[src/rtl/fa_exhaustive_tester.sv]
// Exhaustive stimulus/checker for a 1-bit full adder: walks all 8 {a,b,cin}
// vectors, holds each for STEP_CYCLES cycles, then checks sum/cout against the truth table.
module fa_exhaustive_tester #(
    parameter int STEP_CYCLES  = 4,
    parameter bit STOP_ON_FAIL = 1'b0
) (
    input  logic       i_clk,
    input  logic       i_rst,
    input  logic       i_start,
    input  logic       i_fa_sum,
    input  logic       i_fa_cout,
    output logic       o_fa_a,
    output logic       o_fa_b,
    output logic       o_fa_cin,
    output logic [2:0] o_vec_idx,
    output logic       o_busy,
    output logic       o_done,
    output logic       o_pass,
    output logic       o_fail,
    output logic [2:0] o_err_idx,
    output logic [3:0] o_err_cnt
);
    localparam int CW = (STEP_CYCLES > 1) ? $clog2(STEP_CYCLES) : 1;
    localparam logic [CW-1:0] STEP_LAST = CW'(STEP_CYCLES - 1);

    typedef enum logic [1:0] {S_IDLE, S_APPLY, S_CHECK, S_DONE} state_t;

    state_t        r_state;
    logic          r_start_q;
    logic [CW-1:0] r_step;
    logic [2:0]    r_idx;
    logic          r_busy;
    logic          r_done;
    logic          r_pass;
    logic          r_fail;
    logic [2:0]    r_err_idx;
    logic [3:0]    r_err_cnt;

    logic w_start_edge;
    logic w_exp_sum;
    logic w_exp_cout;
    logic w_mismatch;

    assign w_start_edge = i_start & ~r_start_q;
    assign w_exp_sum    = r_idx[2] ^ r_idx[1] ^ r_idx[0];
    assign w_exp_cout   = (r_idx[2] & r_idx[1]) | (r_idx[2] & r_idx[0]) | (r_idx[1] & r_idx[0]);
    assign w_mismatch   = {i_fa_cout, i_fa_sum} != {w_exp_cout, w_exp_sum};

    always_ff @(posedge i_clk) begin
        if (i_rst) begin
            r_state   <= S_IDLE;
            r_start_q <= 1'b0;
            r_step    <= '0;
            r_idx     <= 3'd0;
            r_busy    <= 1'b0;
            r_done    <= 1'b0;
            r_pass    <= 1'b0;
            r_fail    <= 1'b0;
            r_err_idx <= 3'd0;
            r_err_cnt <= 4'd0;
        end else begin
            r_start_q <= i_start;
            case (r_state)
                // A start edge in DONE restarts exactly like one from IDLE.
                S_IDLE, S_DONE: begin
                    if (w_start_edge) begin
                        r_state   <= S_APPLY;
                        r_step    <= '0;
                        r_idx     <= 3'd0;
                        r_busy    <= 1'b1;
                        r_done    <= 1'b0;
                        r_pass    <= 1'b0;
                        r_fail    <= 1'b0;
                        r_err_idx <= 3'd0;
                        r_err_cnt <= 4'd0;
                    end
                end
                S_APPLY: begin
                    if (r_step == STEP_LAST) r_state <= S_CHECK;
                    else                     r_step  <= r_step + CW'(1);
                end
                S_CHECK: begin
                    if (w_mismatch) begin
                        r_err_cnt <= r_err_cnt + 4'd1;
                        r_fail    <= 1'b1;
                        if (!r_fail) r_err_idx <= r_idx;
                    end
                    if ((w_mismatch && STOP_ON_FAIL) || r_idx == 3'd7) begin
                        r_state <= S_DONE;
                        r_busy  <= 1'b0;
                        r_done  <= 1'b1;
                        r_pass  <= ~(r_fail | w_mismatch);
                    end else begin
                        r_state <= S_APPLY;
                        r_step  <= '0;
                        r_idx   <= r_idx + 3'd1;
                    end
                end
                default: r_state <= S_IDLE;
            endcase
        end
    end

    assign o_fa_a    = r_idx[2];
    assign o_fa_b    = r_idx[1];
    assign o_fa_cin  = r_idx[0];
    assign o_vec_idx = r_idx;
    assign o_busy    = r_busy;
    assign o_done    = r_done;
    assign o_pass    = r_pass;
    assign o_fail    = r_fail;
    assign o_err_idx = r_err_idx;
    assign o_err_cnt = r_err_cnt;
endmodule

[config.mk]
export PLATFORM = sky130hd
export DESIGN_NAME = fa_exhaustive_tester
export DESIGN_NICKNAME = d
export VERILOG_FILES = /design/src/rtl/fa_exhaustive_tester.sv
export SDC_FILE = /design/constraint.sdc
export NUM_CORES = 1
export LEC_CHECK = 0
export BUFFER_PORTS_ARGS = -buffer_cell sky130_fd_sc_hd__buf_2
export CAP_MARGIN = 25
export CORE_MARGIN = 2
export CORE_UTILIZATION = 35
export CTS_CLUSTER_DIAMETER = 120
export DETAILED_ROUTE_END_ITERATION = 8
export SLEW_MARGIN = 20
export SYNTH_ARGS = -nofsm -noshare
export SYNTH_HDL_FRONTEND = slang
export SYNTH_SLANG_ARGS = --single-unit
[constraint.sdc]
create_clock -name i_clk -period 3.75 [get_ports i_clk]
set_clock_uncertainty 0.1 [all_clocks]
set_input_delay 0.75 -clock i_clk [delete_from_list [all_inputs] [get_ports i_clk]]
set_output_delay 0.75 -clock i_clk [all_outputs]
set_load 0.01 [all_outputs]
==> results.sh <==
export IMPL_wirelength_um=2140
export IMPL_worst_pin_slew_ps=419
export IMPL_num_rows=19
export IMPL_p_clk_frac=0.279
export IMPL_seq_area_frac_synth=0.358
export IMPL_start_kind="register"
export IMPL_switching_share=0.292
export IMPL_num_vias=880
export IMPL_setup_viol=0
export IMPL_p_leak_nw=0.495
export IMPL_p_int_w=0.000273
export IMPL_pwr_share_seq=0.549
export IMPL_wl_per_cell_um=13.0
export IMPL_antenna_cells=0
export IMPL_syn_num_nets=130
export IMPL_path_max_fanout=7
export IMPL_drt_first_pass_iters=4
export IMPL_core_area_mm2=0.00283
export IMPL_worst_hold_startpoint="o_done$_SDFFE_PP0P_"
export IMPL_maxSlewViolCount=0
export IMPL_grt_met2_usage=0.208
export IMPL_whs_ps=377
export IMPL_cts_root_buf="clkbuf_4"
export IMPL_cp_arrival_ps=2150
export IMPL_power_switching_w=0.000112
export IMPL_r2r_start="o_vec_idx[1]$_SDFFE_PP0P_"
export IMPL_detail_route_iter0_violations=14
export IMPL_start_util=0.375
export IMPL_rsz0062_at_grt="false"
export IMPL_via_per_inst=5.37
export IMPL_syn_avg_cell_area_um2=9.08
export IMPL_tns_ps=0
export IMPL_grt_max_degree=21
export IMPL_antenna_found_initial=0
export IMPL_final_cell_mix="21 x buf_2, 19 x dfxtp_1, 10 x inv_1, 10 x a21oi_1"
export IMPL_multi_input_area_um2=571
export IMPL_layout_cells_non_filler=164
export IMPL_ys_ff_latch=19
export IMPL_ctsResizeCount=0
export IMPL_cts_sink_count=19
export IMPL_numCtsBuffers=3
export IMPL_p_comb_frac=0.172
export IMPL_dieHeight_um=59.1
export IMPL_use_met1=0.181
export IMPL_regArea_um2=380
export IMPL_grt_overflow_total=0
export IMPL_area_delta_synth_final_pct=9.19
export IMPL_cts_tree="built"
export IMPL_route_detailed_drc=0
export IMPL_ant_nets=0
export IMPL_gp_congestion=0.706
export IMPL_cts_setup_buffers=0
export IMPL_required_ps=3840
export IMPL_hp_class="reg2reg"
export IMPL_synth_area_mm2=0.00106
export IMPL_clockBufferDepth=2
export IMPL_n_fill_cell=280
export IMPL_outcome="finished, final reports clean"
export IMPL_min_delay_path_depth=2
export IMPL_r2r_end="o_err_idx[0]$_SDFFE_PP0P_"
export IMPL_synth_edff_count=0
export IMPL_yosysUniqueCellTypes=36
export IMPL_hold_buffers=0
export IMPL_grt_pass1_vias=781
export IMPL_placed_cells=160
export IMPL_timing_max_cap_violations=0
export IMPL_finalCritPeriodShare=0.549
export IMPL_synth_main_ff_cell="dfxtp_1"
export IMPL_grt_busiest_layer="met2"
export IMPL_yosysWarningCount=0
export IMPL_htreeDepth=1
export IMPL_portBuffers=21
export IMPL_final_common_cell="buf_2"
export IMPL_clkTransAtPathRegs_ps=120
export IMPL_end_kind="register"
export IMPL_clk_latency_ps=300
export IMPL_dieArea_mm2=0.00349
export IMPL_power_density_mw_per_mm2=332
export IMPL_maxSlewHeadroom=0.720
export IMPL_hpwl_um=1600
export IMPL_crit_start="o_vec_idx[1]$_SDFFE_PP0P_"
export IMPL_met3_usage=0.0218
export IMPL_nets=147
export IMPL_grt_use_total=0.136
export IMPL_hold_end="o_done$_SDFFE_PP0P_"
export IMPL_async_flop_share=0
export IMPL_grt_pass1_wl_um=3560
export IMPL_worstRegToRegCells=5
export IMPL_worst_setup_path_type="reg2reg"
export IMPL_synthCells=117
export IMPL_clock_fmax_mhz=486
export IMPL_drive_above_1_share=0.218
export IMPL_hold_viol_final=0
export IMPL_ioPinCount=22
export IMPL_peakVddDrop_uv=136
export IMPL_fin_crit_ps=2060
export IMPL_ff2ff_setup_slack_ps=1690
export IMPL_die_x_um=59.1
[area by class of cell]
type	count	area share
multi-input combinational	79	0.492
sequential	19	0.328
timing repair buffer	21	0.0906
tap	31	0.0334
inverter	10	0.0324
clock buffer	3	0.0194
clock inverter	1	0.00432
[critical path: stages (launching register included)]
cell and delay (ps):
dfxtp_1 500, fa_1 470, xor2_1 270, nor3_2 120
a211oi_1 360, o32ai_1 130
[cells by family (layout without fill, tap and decap cells)]
| kind of cell | count (synthesis) | count (layout) | share of synthesized area |
|---|---|---|---|
| xor+xnor | 2 | 2 | 0.0165 |
| buf+inv | 19 | 35 | 0.105 |
| flops | 19 | 19 | 0.358 |
| fa+ha+maj | 8 | 8 | 0.101 |
| simple gates | 32 | 32 | 0.172 |
| compound gates | 33 | 33 | 0.210 |
| mux | 4 | 4 | 0.0377 |
[power groups by stage]
stage,Combinational (W),Sequential (W),Clock (W)
final,0.0000661,0.000211,0.000107
after global routing,0.0000757,0.000213,0.000120
after CTS,0.0000660,0.000211,0.000110
after detailed placement,0.0000656,0.000216,0
after global placement,0.0000642,0.000216,0
after floorplan,0.0000554,0.000216,0
[state kept, by name, indices dropped and copies added (netlist names)]
register   flops
o_err_cnt      4
o_err_idx      3
o_vec_idx      3
r_state        2
r_step         2
o_busy         1
o_done         1
o_fail         1
o_pass         1
r_start_q      1
[worst max path at each step]
stage	to	slack [ps]	depth (start not counted)
final	o_err_idx[0]$_SDFFE_PP0P_	1690	5
after global routing	o_err_idx[2]$_SDFFE_PP0P_	1470	6
after CTS	o_err_idx[0]$_SDFFE_PP0P_	1690	5
after detailed placement	o_err_idx[0]$_SDFFE_PP0P_	1720	5
after global placement	o_err_idx[0]$_SDFFE_PP0P_	1760	5
after floorplan	o_err_cnt[1]$_SDFFE_PP0P_	1850	5
[cells in the mapped netlist (all sizes together) (2+ instances only)]
master | count | area (µm²)
mux2i | 4 | 40.0
dfxtp | 19 | 380
nand2b | 2 | 12.5
ha | 7 | 87.6
inv | 10 | 37.5
nor2 | 6 | 22.5
a21oi | 10 | 50.1
and2 | 2 | 15.0
nand2 | 6 | 22.5
o32ai | 4 | 35.0
buf | 7 | 56.3
or3 | 4 | 25.0
xor2 | 2 | 17.5
o21ai | 4 | 20.0
a211oi | 7 | 52.6
nand3b | 4 | 30.0
nand3 | 3 | 15.0
[through the flow]
stage          total power (W)  setup slack, ps   util  instance area (µm²)
2_1_floorplan         0.000271             1850      -                 1060
3_3_place_gp          0.000280             1760  0.400                 1130
3_5_place_dp          0.000282             1720  0.400                 1130
4_1_cts               0.000387             1690  0.410                 1160
5_1_grt               0.000408             1470  0.410                 1160
6_report              0.000385             1690  0.410                 1160
[routing by layer]
metal / share of wire / wire (µm) / up-vias
li1: - / - / 445
met1: 0.47 / 1010 / 400
met2: 0.46 / 973 / 30
met3: 0.043 / 92 / 5
met4: 0.026 / 56 / 0
met5: 0 / 0 / -
No activity file was read; power rests on OpenSTA's default activity.
